$ cat src/rtl/modular_adder.sv
// Registered modular adder: (a + b) mod m with one cycle of latency.
// Modulus is a run-time input; range violations raise an error flag.
module modular_adder #(
  parameter int BITWIDTH = 32
) (
  input  logic                iClk,
  input  logic                iRst,
  input  logic                iEn,
  input  logic                iClr,
  input  logic [BITWIDTH-1:0] iData0,
  input  logic [BITWIDTH-1:0] iData1,
  input  logic [BITWIDTH-1:0] iMod,
  output logic [BITWIDTH-1:0] oData,
  output logic                oValid,
  output logic                oErr
);

  logic [BITWIDTH:0]   sum;
  logic [BITWIDTH:0]   mod_ext;
  logic [BITWIDTH:0]   diff;
  logic                sum_ge;
  logic                mod_zero;
  logic                a_bad;
  logic                b_bad;
  logic                err;
  logic [BITWIDTH-1:0] result;

  assign mod_ext = {1'b0, iMod};

  // Sum at full width so the carry is kept, then one conditional subtract.
  // The compare is done directly on sum rather than on the borrow of diff,
  // because out-of-range operands can push sum past 2*iMod.
  always_comb begin
    sum      = {1'b0, iData0} + {1'b0, iData1};
    diff     = sum - mod_ext;
    sum_ge   = (sum >= mod_ext);
    mod_zero = (iMod == '0);
    a_bad    = (iData0 >= iMod);
    b_bad    = (iData1 >= iMod);
    err      = mod_zero | a_bad | b_bad;
    result   = '0;
    if (mod_zero)
      result = '0;
    else if (sum_ge)
      result = diff[BITWIDTH-1:0];
    else
      result = sum[BITWIDTH-1:0];
  end

  // Output registers: reset, then clear, then capture; idle holds data.
  always_ff @(posedge iClk or posedge iRst) begin
    if (iRst) begin
      oData  <= '0;
      oValid <= 1'b0;
      oErr   <= 1'b0;
    end else if (iClr) begin
      oData  <= '0;
      oValid <= 1'b0;
      oErr   <= 1'b0;
    end else if (iEn) begin
      oData  <= result;
      oValid <= 1'b1;
      oErr   <= err;
    end else begin
      oValid <= 1'b0;
    end
  end

endmodule

$ cat config.mk
export PLATFORM = sky130hd
export DESIGN_NAME = modular_adder
export DESIGN_NICKNAME = d
export VERILOG_FILES = /design/src/rtl/modular_adder.sv
export SDC_FILE = /design/constraint.sdc
export NUM_CORES = 1
export LEC_CHECK = 0
export CAP_MARGIN = 20
export CORE_ASPECT_RATIO = 0.5
export CORE_MARGIN = 2
export CORE_UTILIZATION = 54
export DETAILED_ROUTE_END_ITERATION = 7
export PLACE_DENSITY_LB_ADDON = 0.25
export SLEW_MARGIN = 0
export SYNTH_ARGS = -nofsm -noshare
export SYNTH_HDL_FRONTEND = slang
export SYNTH_SLANG_ARGS = --single-unit
$ cat constraint.sdc
create_clock -name iClk -period 1.27 [get_ports iClk]
set_input_delay 0.381 -clock iClk [delete_from_list [all_inputs] [get_ports iClk]]
set_output_delay 0.381 -clock iClk [all_outputs]
set_load 0.05 [all_outputs]
==> results of run 1 <==
metrics by stage:
stage / utilization / setup WS, ns / area (um2) / std cells / hold WS (ns)
detailed placement: 0.947 / -4.07 / 10600 / 1386 / 0.541
global placement: 0.947 / -3.56 / 10600 / 1386 / 0.528
floorplan: - / -2.86 / 6510 / 808 / 0.523
cell families after synthesis:
| group | count (synthesis) | synth area share |
|---|---|---|
| AO/OA/AOI/OAI | 280 | 0.297 |
| adder cells (fa/ha/maj) | 130 | 0.259 |
| AND/OR/NAND/NOR | 232 | 0.182 |
| multiplexers | 3 | 0.00475 |
| buffers and inverters | 73 | 0.0453 |
| flip-flops | 34 | 0.134 |
| XOR/XNOR | 56 | 0.0775 |
cell usage after synthesis, types with 3 or more instances:
master / instances / area share
o21bai_1: 6 / 0.0071
buf_2: 7 / 0.0055
a22oi_1: 5 / 0.0059
o21ai_1: 25 / 0.020
a21o_1: 47 / 0.056
xor2_1: 25 / 0.035
xnor2_1: 31 / 0.043
and3_1: 8 / 0.0079
a31oi_1: 4 / 0.0040
o21ai_2: 3 / 0.0042
nor3_1: 11 / 0.0087
or2_2: 6 / 0.0059
dfrtp_1: 34 / 0.13
a221o_1: 7 / 0.011
nand2_1: 54 / 0.032
nor2_1: 62 / 0.037
or3_1: 4 / 0.0040
a2bb2oi_1: 3 / 0.0042
nor4_1: 14 / 0.014
a21oi_1: 82 / 0.065
a32oi_1: 3 / 0.0042
and2_1: 4 / 0.0040
a211oi_1: 6 / 0.0071
o21a_1: 10 / 0.012
nor2b_1: 12 / 0.012
mux2i_1: 3 / 0.0047
nand2b_1: 9 / 0.0089
o21ai_0: 31 / 0.025
a21oi_2: 4 / 0.0055
inv_1: 54 / 0.032
nand4_1: 26 / 0.026
clkbuf_1: 10 / 0.0059
o211ai_1: 8 / 0.0095
ha_1: 128 / 0.25
nand3_1: 15 / 0.012
o31ai_1: 8 / 0.0095
==> flow_summary_export.csv, run 1 <==
group,metric,value,unit
clock_network,hold_buffers,0,
outcome,stop_stage,"4_1_cts",
logic_synthesis,syn_inst,808,
clock_network,clk_path_buf_depth,2,
logic_synthesis,synth_seq_area_share,0.134,
clock_network,h-tree-depth,2,
floorplanning,die-height,80.6,um
logic_synthesis,syn_area,6330,um2
clock_network,numClockSinks,34,
clock_network,cts_resized,82,
place,gp_congestion,1.09,
floorplanning,rows,27,
floorplanning,chipWidth,157,um
clock_network,cts_buffers,5,
clock_network,cts_root_buf,"clkbuf_16",
clock_network,post-cts-setup-buffers,10,
floorplanning,io_pins,134,
outcome,outcome,"aborted with a tool error",
logic_synthesis,synth.distinct_cells,67,
logic_synthesis,syn_area_per_cell,7.83,um2
logic_synthesis,synth_ff_type,"dfrtp_1",
logic_synthesis,async_flop_share,1.00,
outcome,error,"[ERROR DPL-0038] Utilization greater than 100%, impossible to legalize",
place,io_buffers,133,
logic_synthesis,synth_nets,1038,
floorplanning,initial_core_util,0.564,
place,place.detailed.hpwl,26.2,mm
logic_synthesis,synth_edf_count,0,
logic_synthesis,ys_ff_latch,34,
logic_synthesis,yosysWarnings,0,
==> run 2, diff against run 1 <==
Settings changed: CORE_ASPECT_RATIO 0.5 to unset, CORE_UTILIZATION 54 to 40, PLACE_DENSITY_LB_ADDON 0.25 to 0.15.
==> flow_summary_export.csv, run 2 <==
group,metric,value,unit
global_routing,grt_usage,0.303,
clock_network,clk_path_buf_depth,2,
timing,hold_viol,0,
power_and_ir_drop,p_leak,0.00615,uW
logic_synthesis,ys_top_cells_by_count,"128 x ha_1, 82 x a21oi_1, 62 x nor2_1",
clock_network,clkLatencyLatePin,0.28,ns
floorplanning,die-height,130,um
logic_synthesis,yosysMostFrequentCell,"ha_1",
floorplanning,initial_core_util,0.413,
logic_synthesis,synth_nets,1038,
global_routing,grt_max_degree,35,
timing,whs,0.451,ns
clock_network,cts_buffers,5,
worst_setup_path,reg2reg_depth,5,
worst_setup_path,required,1.47,ns
worst_setup_path,path_max_fanout,8,
power_and_ir_drop,power_density,1120,nW/um2
timing,drv_slew,0,
place,place.detailed.hpwl,20.5,mm
routing,drc,0,
routing,routed_wl,28.6,mm
logic_synthesis,synth_top_area_frac,0.253,
routing,num_vias,8692,
worst_setup_path,crit_path_end,"oData[10]",
final_layout,reg_top3,"oData x32, oErr x1, oValid x1",
clock_network,cts_tree,"built",
logic_synthesis,synth_seq_area_share,0.134,
final_layout,largest_reg_flops,32,
global_routing,grt_overflow,0,
worst_setup_path,crit_path_start_kind,"primary input",
timing,skew,0,ns
logic_synthesis,syn_inst,808,
power_and_ir_drop,p_switching,6140,uW
place,io_buffers,133,
clock_network,clk_pin_slew_worst_paths,0.06,ns
logic_synthesis,syn_area_per_cell,7.83,um2
clock_network,cts_root_buf,"clkbuf_16",
power_and_ir_drop,power.internal,7660,uW
routing,route.antenna.remaining_nets,0,
worst_setup_path,worstSetupPathType,"primary input to flip-flop",
timing,setup_viol,37,
floorplanning,dieArea,16800,um2
global_routing,grt_pass1_wl,40.7,mm
worst_setup_path,worstSetupEndpointType,"flip-flop",
timing,fmax,221,MHz
power_and_ir_drop,power_frac_comb,0.788,
clock_network,hold_buffers,0,
floorplanning,core,15300,um2
routing,drt_iter0_markers,500,
logic_synthesis,synth_edf_count,0,
outcome,violations,"setup timing",
final_layout,final_common_cell,"buf_4",
hold_path,hold_class,"primary input to asynchronous set/reset pin",
worst_setup_path,worstPathArrival,4.73,ns
timing,period_share,3.56,
worst_setup_path,r2r_slack,0.11,ns
routing,routedWlPerCell,18.6,um
timing,period_needed,4.52,ns
global_routing,antenna_found_initial,0,
logic_synthesis,synth.distinct_cells,67,
final_layout,drive_gt1_frac,0.481,
flow_run,maxCapViolCount,0,
final_layout,final.fill_count,962,
worst_setup_path,r2r-start,"oErr",
clock_network,numClockSinks,34,
timing,setup_ws,-3.25,ns
clock_network,h-tree-depth,2,
logic_synthesis,synth_ff_type,"dfrtp_1",
final_layout,multi_input_area,6220,um2
routing,drt_first_pass_iters,5,
final_layout,mostFrequentLayoutCells,"369 x buf_4, 98 x ha_1, 52 x a21oi_1, 51 x nand2_1, 47 x a21o_1",
timing,timing.slew.headroom,0.697,
place,gp_congestion,0.970,
final_layout,area_delta_synth_final,95.5,%
logic_synthesis,async_flop_share,1.00,
outcome,outcome,"complete, but fails checks",
timing,fin_setup_tns,-102.19,ns
global_routing,grt_pass1_vias,8452,
place,pre_cts_ws,-4.00,ns
logic_synthesis,syn_area,6330,um2
floorplanning,io_pins,134,
logic_synthesis,ys_ff_latch,34,
power_and_ir_drop,p_clk_frac,0.094,
timing,rsz0062_at_grt,"yes",
floorplanning,chipWidth,130,um
floorplanning,rows,45,
worst_setup_path,crit_start,"iData0[11]",
routing,routed_via_density,5.67,
final_layout,seq_area,856,um2
logic_synthesis,synth.area.top_cells,"ha_1 25%, dfrtp_1 13%, a21oi_1 6.5%",
timing,worst_pin_slew,0.451,ns
power_and_ir_drop,p_sw_frac,0.445,
final_layout,n_antenna_cell,0,
logic_synthesis,yosysWarnings,0,
worst_setup_path,rr_endpoint,"oErr",
logic_synthesis,synth_area_leader_cell,"ha_1",
final_layout,largest-register,"oData",
final_layout,nets,1551,
power_and_ir_drop,vdd_drop_max,699,uV
power_and_ir_drop,seq_power_share,0.118,
==> run 2: logic make-up after synthesis <==
| group | count (synthesis) | share of synthesized area |
|---|---|---|
| buf+inv | 73 | 0.0453 |
| mux | 3 | 0.00475 |
| fa+ha+maj | 130 | 0.259 |
| flops | 34 | 0.134 |
| compound gates | 280 | 0.297 |
| simple gates | 232 | 0.182 |
| xor+xnor | 56 | 0.0775 |
==> run 2: worst min-delay path by stage <==
stage / slack (ns) / depth (start not counted) / end / startpoint
CTS: 0.47 / 3 / oData[22] / iRst
global route: 0.47 / 3 / oData[22] / iRst
finish: 0.45 / 3 / oData[22] / iRst
detailed placement: 0.55 / 2 / oData[16] / oData[16]
global placement: 0.53 / 2 / oData[0] / oData[0]
floorplan: 0.52 / 1 / oData[0] / iRst
==> run 2: timing repair <==
| action | 4_1_cts | 5_1_grt |
|---|---|---|
| setup buffers | 32 | 23 |
| resized for setup | 203 | 122 |
| cloned | 2 | 0 |
| pin swaps | 61 | 74 |
| endpoints found under the setup margin | 37 | 40 |
==> run 2: per-stage QoR <==
step | instances | power, uW | utilization | area (um2)
after floorplan | 808 | 6020 | - | 6510
after global placement | 1472 | 10400 | 0.713 | 10900
after detailed placement | 1472 | 10500 | 0.713 | 10900
after CTS | 1512 | 12500 | 0.768 | 11800
after global routing | 1533 | 14400 | 0.808 | 12400
final | 1533 | 13800 | 0.808 | 12400
==> run 2: per-layer routing <==
metal,vias to the layer above,track usage,routed length [um]
met5,-,0,0
met4,0,0.0797,1000
met3,96,0.0377,1950
met2,428,0.533,13800
met1,4103,0.393,11800
li1,4065,-,-
==> run 2: layout make-up <==
class,count,share of cell area
clock inverters,2,0.00101
clock buffers,6,0.0112
well taps,211,0.0213
repair buffers,523,0.377
flip-flops and latches,34,0.0692
multi-input cells,703,0.503
inverters,54,0.0172
==> run 2: critical path, stage by stage <==
cell and delay (ns):
dlygate4sd2_1 0.27, ha_4 0.29, buf_6 0.10, nand2_1 0.08, o211ai_1 0.25, nor3b_4 0.26
a2111oi_4 0.07, buf_6 0.15, or2_4 0.23, a21oi_2 0.13, xor2_1 0.25, ha_1 0.33
a211oi_2 0.24, nor2_1 0.09, o31a_1 0.29, o31ai_2 0.23, o2111a_2 0.26, o41a_4 0.24
buf_6 0.14, buf_8 0.13, buf_6 0.11, a21oi_2 0.05, o21ai_1 0.16
==> run 2: power groups by stage <==
stage          combinational [uW]  clock, uW  sequential [uW]
6_report                    10900       1300             1620
5_1_grt                     11500       1330             1650
4_1_cts                      9610       1280             1620
3_5_place_dp                 8920          0             1630
3_3_place_gp                 8800          0             1620
2_1_floorplan                3760          0             2260
Note: power is estimated with default switching activity, not from simulation.
==> run 3, diff against run 2 <==
Settings changed: MAX_ROUTING_LAYER set to met4, PLACE_DENSITY set to 0.65, PLACE_DENSITY_LB_ADDON 0.15 to unset.
==> flow_summary_export.csv, run 3 (synthesis gave the netlist of run 2 again) <==
group,metric,value,unit
outcome,outcome,"complete, but fails checks",
outcome,violations,"setup timing",
final_layout,drive_gt1_frac,0.438,
routing,drc,0,
floorplanning,dieArea,16800,um2
power_and_ir_drop,seq_power_share,0.129,
final_layout,final_common_cell,"buf_4",
floorplanning,rows,45,
place,placed_area,10800,um2
timing,skew,0,ns
worst_setup_path,cp_common_cell,"buf_4",
worst_setup_path,r2r_slack,0.07,ns
final_layout,final_core_util,0.767,
floorplanning,core,15300,um2
routing,routed_via_density,5.44,
final_layout,nets,1504,
place,place.detailed.hpwl,20.7,mm
power_and_ir_drop,p_switching,5460,uW
clock_network,cts_root_buf,"clkbuf_16",
clock_network,clk_path_buf_depth,2,
power_and_ir_drop,vdd_drop_max,659,uV
worst_setup_path,path_max_fanout,7,
timing,setup_ws,-3.04,ns
worst_setup_path,cp_cell_sequence,"clkdlybuf4s15_1 > ha_4 > buf_4 > nand2_1 > o211ai_1 > nor3b_4 > a2111oi_4 > buf_4 > or2_4 > a21oi_2 > xor2_1 > ha_1 > and3_4 > nand4_1 > and4b_1 > o31ai_2 > o2111a_1 > o41a_4 > nand2b_4 > nor2_1 > a221o_1",
place,gp_congestion,0.971,
routing,drt_iter0_markers,495,
worst_setup_path,worstSetupEndpointType,"flip-flop",
timing,hold_viol,0,
worst_setup_path,required,1.43,ns
final_layout,area_delta_synth_final,85.5,%
flow_run,maxCapViolCount,0,
floorplanning,die-height,130,um
clock_network,cts_buffers,5,
worst_setup_path,cp.depth,21,
final_layout,reg_top3,"oData x32, oErr x1, oValid x1",
worst_setup_path,max_stage_delay,0.31,ns
timing,drv_slew,0,
final_layout,largest-register,"oData",
timing,timing.slew.headroom,0.732,
clock_network,h-tree-depth,2,
global_routing,grt_pass1_wl,40.1,mm
timing,fmax,232,MHz
power_and_ir_drop,p_clk_frac,0.100,
power_and_ir_drop,p_sw_frac,0.435,
timing,rsz0062_at_grt,"yes",
clock_network,cts_tree,"built",
final_layout,n_antenna_cell,0,
worst_setup_path,r2r-start,"oErr",
timing,setup_viol,35,
global_routing,grt_usage,0.308,
routing,routed_wl,25.2,mm
worst_setup_path,critPathSlowestCell,"ha_1",
worst_setup_path,reg2reg_depth,5,
clock_network,clk_pin_slew_worst_paths,0.06,ns
routing,route.antenna.remaining_nets,0,
floorplanning,io_pins,134,
power_and_ir_drop,power.internal,7080,uW
worst_setup_path,rr_endpoint,"oErr",
floorplanning,chipWidth,130,um
place,io_buffers,133,
routing,routedWlPerCell,17.0,um
timing,period_share,3.39,
floorplanning,initial_core_util,0.413,
timing,worst_pin_slew,0.392,ns
worst_setup_path,worstPathArrival,4.46,ns
worst_setup_path,crit_path_start_kind,"primary input",
global_routing,grt_max_degree,35,
clock_network,numClockSinks,34,
timing,period_needed,4.31,ns
final_layout,largest_reg_flops,32,
final_layout,mostFrequentLayoutCells,"331 x buf_4, 95 x ha_1, 60 x a21oi_1, 56 x nor2_1, 52 x nand2_1",
power_and_ir_drop,power_frac_comb,0.771,
global_routing,grt_overflow,0,
worst_setup_path,crit_start,"iData0[11]",
worst_setup_path,worstSetupPathType,"primary input to flip-flop",
routing,drt_first_pass_iters,5,
power_and_ir_drop,power_density,1070,nW/um2
worst_setup_path,crit_buf_inv,3,
final_layout,final_area,11700,um2
worst_setup_path,cpLargestDelayFamily,"compound AO/OA/AOI/OAI gates",
hold_path,hold_class,"primary input to asynchronous set/reset pin",
clock_network,clkLatencyLatePin,0.28,ns
global_routing,antenna_found_initial,0,
routing,num_vias,8085,
global_routing,grt_pass1_vias,8138,
power_and_ir_drop,p_leak,0.00582,uW
run 3: cell count changes in the layout (fill, tap and decap cells not counted), moves of 5 or more:
| cell | previous run | this run |
|---|---|---|
| clkbuf_2 | 4 | 11 |
| dlymetal6s2s_1 | 13 | 6 |
| nor2_4 | 5 | 0 |
| buf_4 | 369 | 331 |
| nor2_1 | 46 | 56 |
| a21oi_1 | 52 | 60 |
| nor2_2 | 11 | 6 |
| a21oi_2 | 32 | 23 |
| o21ai_2 | 8 | 1 |
run 3: how the worst max path moves through the flow:
stage,to
2_1_floorplan,oData[29]
3_3_place_gp,oData[20]
3_5_place_dp,oData[20]
4_1_cts,oData[19]
5_1_grt,oData[27]
6_report,oData[31]
run 3: cell type report:
cell class,count,area (um2)
multi-input cells,701,6000
well taps,211,264
clock inverters,1,5.00
flip-flops and latches,34,856
fillers,1144,3570
repair buffers,478,4260
clock buffers,7,143
inverters,54,213
run 3: layer usage:
metal,track usage,wire length [um]
met2,0.512,11900
met1,0.407,11300
met4,0.0860,701
met5,-,0
met3,0.0176,1310
run 3: what timing repair did:
action                     CTS  global route
gates resized for setup    206            76
hold buffers                 0             0
setup buffers               23             5
pin swaps                   67            45
setup endpoints to repair   37            41
run 3: worst min-delay path: cells and delay by family:
family                 cells  cell delay, ns
buffers and inverters      3            0.70
run 3: power groups by stage:
stage                     combinational, uW  clock (uW)  sequential (uW)
after floorplan                        3760           0             2260
after global placement                 8720           0             1630
after detailed placement               8820           0             1630
after CTS                              9260        1250             1620
after global routing                  10300        1310             1640
final                                  9660        1250             1620
run 3: stage by stage:
stage	setup WS [ns]	instances	setup TNS (ns)	total power [uW]	hold slack (ns)
floorplan	-2.86	808	-88.91	6020	0.523
global placement	-3.71	1453	-118.24	10300	0.529
detailed placement	-3.94	1453	-124.92	10400	0.537
CTS	-2.98	1482	-94.54	12100	0.455
global route	-3.24	1486	-103.10	13300	0.468
finish	-3.04	1486	-96.29	12500	0.442
==> run 4, diff against run 3 <==
Settings changed: CAP_MARGIN 20 to unset.
==> results of run 4 <==
No change in the layout: final DEF, timing and power equal those of run 3.
==> RTL change 1, RTL diff (settings of run 2) <==
Register the output `oData` once more, without a reset; this adds one clock of latency there. The other outputs are not delayed to match.
--- a/src/rtl/modular_adder.sv
+++ b/src/rtl/modular_adder.sv
@@ -16,2 +16,4 @@
 );
+
+  logic [BITWIDTH-1:0] oData_s0;
 
@@ -52,3 +54,3 @@
     if (iRst) begin
-      oData  <= '0;
+      oData_s0 <= '0;
       oValid <= 1'b0;
@@ -56,3 +58,3 @@
     end else if (iClr) begin
-      oData  <= '0;
+      oData_s0 <= '0;
       oValid <= 1'b0;
@@ -60,3 +62,3 @@
     end else if (iEn) begin
-      oData  <= result;
+      oData_s0 <= result;
       oValid <= 1'b1;
@@ -68,2 +70,6 @@
 
+  always_ff @(posedge iClk) begin
+    oData <= oData_s0;
+  end
+
 endmodule
Check against the original RTL: not equivalent (a bounded check fails within 4 cycles, from zero or initial values and one cycle with iRst high).
==> RTL change 1 against run 2 <==
The run still ends with setup timing left; clock power rose by 98%; sequential cell count up 32; area after synthesis rose by 8.4%; count of clock-buffer cells in the layout up 9; hold slack worse by 0.087 ns; cell area increased by 7.2%; setup slack better by 0.012 ns; routed wire length down 5.4%; global-route usage fell by 2.4 points; total power up 15%; largest cell class unchanged.
==> RTL change 1: results (changes against run 2) <==
- Hold WS: 0.364 ns (was 0.451 ns)
- Synth Area in Adders: 0.239 (was 0.259)
- Synth Area in Compound Gates: 0.236 (was 0.297)
- Met2 usage: 0.474 (was 0.533)
- Latest clock arrival within the worst-skew pair: 0.32 ns (was 0.28 ns)
- Failing checks: setup timing (unchanged)
- Mux cell area share after synthesis: 0.0368 (was 0.00474)
- Cell Area, Placed: 0.0114 mm2 (was 0.0109 mm2)
- Synth top cells by count: 128 x ha_1, 79 x a21oi_1, 72 x nand2_1 (was 128 x ha_1, 82 x a21oi_1, 62 x nor2_1)
- Layout cells sized above 1: 0.475 (was 0.481)
- Dpl ws: -3.79 ns (was -4.00 ns)
- Met3 WL post-DR: 1300 um (was 1950 um)
- First-pass GRT wire length: 40600 um (was 40700 um)
- Post-DP HPWL: 20200 um (was 20500 um)
- Hold Path Class: reg -> reg (was in -> async)
- Biggest regs: oData x32, oData_s0 x32 (was oData x32, oErr x1, oValid x1)
- Max H-tree Level: 3 (was 2)
- Status: complete, but fails checks (unchanged)
- GPL Wtd Cong: 0.966 (was 0.970)
- Final setup fails: 33 (was 37)
- Worst-path fanout max: 4 (was 8)
- Syn nets: 1047 (was 1038)
- Routed len/inst: 17.5 um (was 18.6 um)
- Final WS setup: -3.24 ns (was -3.25 ns)
- Final net count: 1548 (was 1551)
- CTS buffer count: 9 (was 5)
- Worst Clk Skew: 0.00517 ns (was 0 ns)
[RTL change 1: changes by cell type in the layout (fill, tap and decap cells not counted), sizes merged, moves of 13 or more]
cell	delta
nand2	+20
a21o	-14
dlygate4sd2	-13
dlymetal6s2s	+16
mux2i	+20
buf	-17
nor2	-26
dfxtp	+32
[RTL change 1: worst max path at each step]
stage               start                        to
4_1_cts         iData1[0]  oData_s0[25]$_DFFE_PP0P_
5_1_grt        iData1[15]  oData_s0[23]$_DFFE_PP0P_
3_3_place_gp    iData0[0]  oData_s0[30]$_DFFE_PP0P_
6_report       iData1[15]  oData_s0[30]$_DFFE_PP0P_
3_5_place_dp    iData0[0]  oData_s0[30]$_DFFE_PP0P_
2_1_floorplan   iData0[0]  oData_s0[30]$_DFFE_PP0P_
[RTL change 1: metrics by stage]
| step | TNS [ns] | std cells |
|---|---|---|
| floorplan | -90.24 | 817 |
| global placement | -117.83 | 1486 |
| detailed placement | -121.54 | 1486 |
| CTS | -96.82 | 1520 |
| global route | -103.91 | 1543 |
| finish | -102.82 | 1543 |
[RTL change 1: final cells by class]
type | instances | area, um2
multi-input cells | 685 | 6360
well taps | 220 | 275
repair buffers | 506 | 4620
fillers | 1103 | 3450
clock buffers | 15 | 289
flip-flops and latches | 66 | 1490
clock inverters | 1 | 30.0
inverters | 50 | 193
[RTL change 1: critical path, delay by kind of cell]
| kind | cells | cell delay (ns) |
|---|---|---|
| AOI/OAI and AO/OA | 10 | 1.95 |
| and+or+nand+nor | 5 | 0.85 |
| buffers and inverters | 3 | 0.83 |
| adders and majority gates | 2 | 0.51 |
| xor gates and xnor gates | 1 | 0.24 |
[RTL change 1: report_power, final]
group	internal (mW)	total [mW]	switching (mW)
clock network	1.75	2.58	0.836
logic	5.47	10.4	4.91
registers	2.56	2.88	0.326
==> RTL change 2, RTL diff (settings of run 2) <==
Made on the original files. `BITWIDTH`: 32 -> 48.
--- a/src/rtl/modular_adder.sv
+++ b/src/rtl/modular_adder.sv
@@ -3,3 +3,3 @@
 module modular_adder #(
-  parameter int BITWIDTH = 32
+  parameter int BITWIDTH = 48
 ) (
Ports: changed (resized iData0, iData1, iMod and oData); port bits go from 134 to 198. No check against the original RTL was run, so the function may have changed too.
==> RTL change 2 against run 2 <==
The flow still finishes with violations (setup timing); setup slack worse by 0.38 ns; die area is 56% higher; cell area up 56%; sequential cell count increased by 16; sequential power rose by 48%; routed wire length grew 59%; total power up 53%; cell count is 58% higher; area after synthesis up 58%; sequential share of layout area is 0.42 points lower; critical endpoint is now oData[46]$_DFFE_PP0P_.
==> RTL change 2: results (changes against run 2) <==
- Netlist cell types: 70 (was 67)
- Multi-input combinational area share: 0.513 (was 0.503)
- #MultiIn Comb: 1143 (was 703)
- XOR/XNOR Fraction of Synth Area: 0.0729 (was 0.0775)
- Critical Path Source: iData1[9] (was iData0[11])
- Status: complete, but fails checks (unchanged)
- Setup Total Neg Slack: -170.16 ns (was -102.19 ns)
- Plain + repair buffers: 827 (was 523)
- Synth top cells by count: 192 x ha_1, 127 x a21oi_1, 118 x nand2_1 (was 128 x ha_1, 82 x a21oi_1, 62 x nor2_1)
- Max VDD drop: 0.823 mV (was 0.699 mV)
- Inverters excl. clock: 72 (was 54)
- Top cells by area, synth: ha_1 24%, dfrtp_1 13%, a21oi_1 6.4% (was ha_1 25%, dfrtp_1 13%, a21oi_1 6.5%)
- Switching part of the total power: 0.453 (was 0.445)
- Failing checks: setup timing (unchanged)
- Latest clock arrival within the worst-skew pair: 0.31 ns (was 0.28 ns)
- R2R cell count: 2 (was 5)
- Clock-pin slew on the worst setup and hold paths: 0.08 ns (was 0.06 ns)
- Routed len/inst: 18.7 um (was 18.6 um)
- Syn nets: 1650 (was 1038)
- Fraction of area in registers: 0.0650 (was 0.0692)
- Final setup fails: 93 (was 37)
- Clock-cell share: 0.00797 (was 0.0122)
- Synth Area in Compound Gates: 0.292 (was 0.297)
- M1 GR Usage: 0.442 (was 0.393)
- Fraction of area in non-clock buffers: 0.379 (was 0.377)
- TritonCTS sink count: 50 (was 34)
- R2R setup slack: 0.29 ns (was 0.11 ns)
- Vias per std cell: 5.61 (was 5.67)
- GPL Wtd Cong: 0.959 (was 0.970)
- Final net count: 2441 (was 1551)
- Relative slew slack: 0.635 (was 0.697)
- Worst-path fanout max: 4 (was 8)
- DRT iter0 DRCs: 1081 (was 500)
- Worst R2R Start: oData[47]$_DFFE_PP0P_ (was oErr$_DFFE_PP0P_)
- Final WS setup: -3.64 ns (was -3.25 ns)
- WP data arrival: 5.11 ns (was 4.73 ns)
RTL change 2: cell families after synthesis:
group           Yosys count
flops                    50
fa+ha+maj               194
compound gates          457
xor+xnor                 83
buf+inv                 115
simple gates            377
mux                      32
RTL change 2: power by group through the flow:
stage	clock (mW)	sequential, mW	combinational [mW]
after floorplan	0	3.34	6.11
after global placement	0	2.41	14.2
after detailed placement	0	2.40	14.4
after CTS	1.53	2.37	15.7
after global routing	1.58	2.42	18.2
final	1.53	2.39	17.1
RTL change 2: metrics by stage:
step                      worst slack [ns]  area (um2)  std cells  total power [mW]  hold slack (ns)
after detailed placement             -4.47       17100       2344              16.8            0.537
after floorplan                      -3.59       10200       1308              9.45            0.423
after global placement               -4.33       17100       2344              16.6            0.531
final                                -3.64       19300       2424              21.1            0.474
after CTS                            -3.51       18500       2397              19.7            0.484
after global routing                 -3.80       19300       2424              22.2            0.506
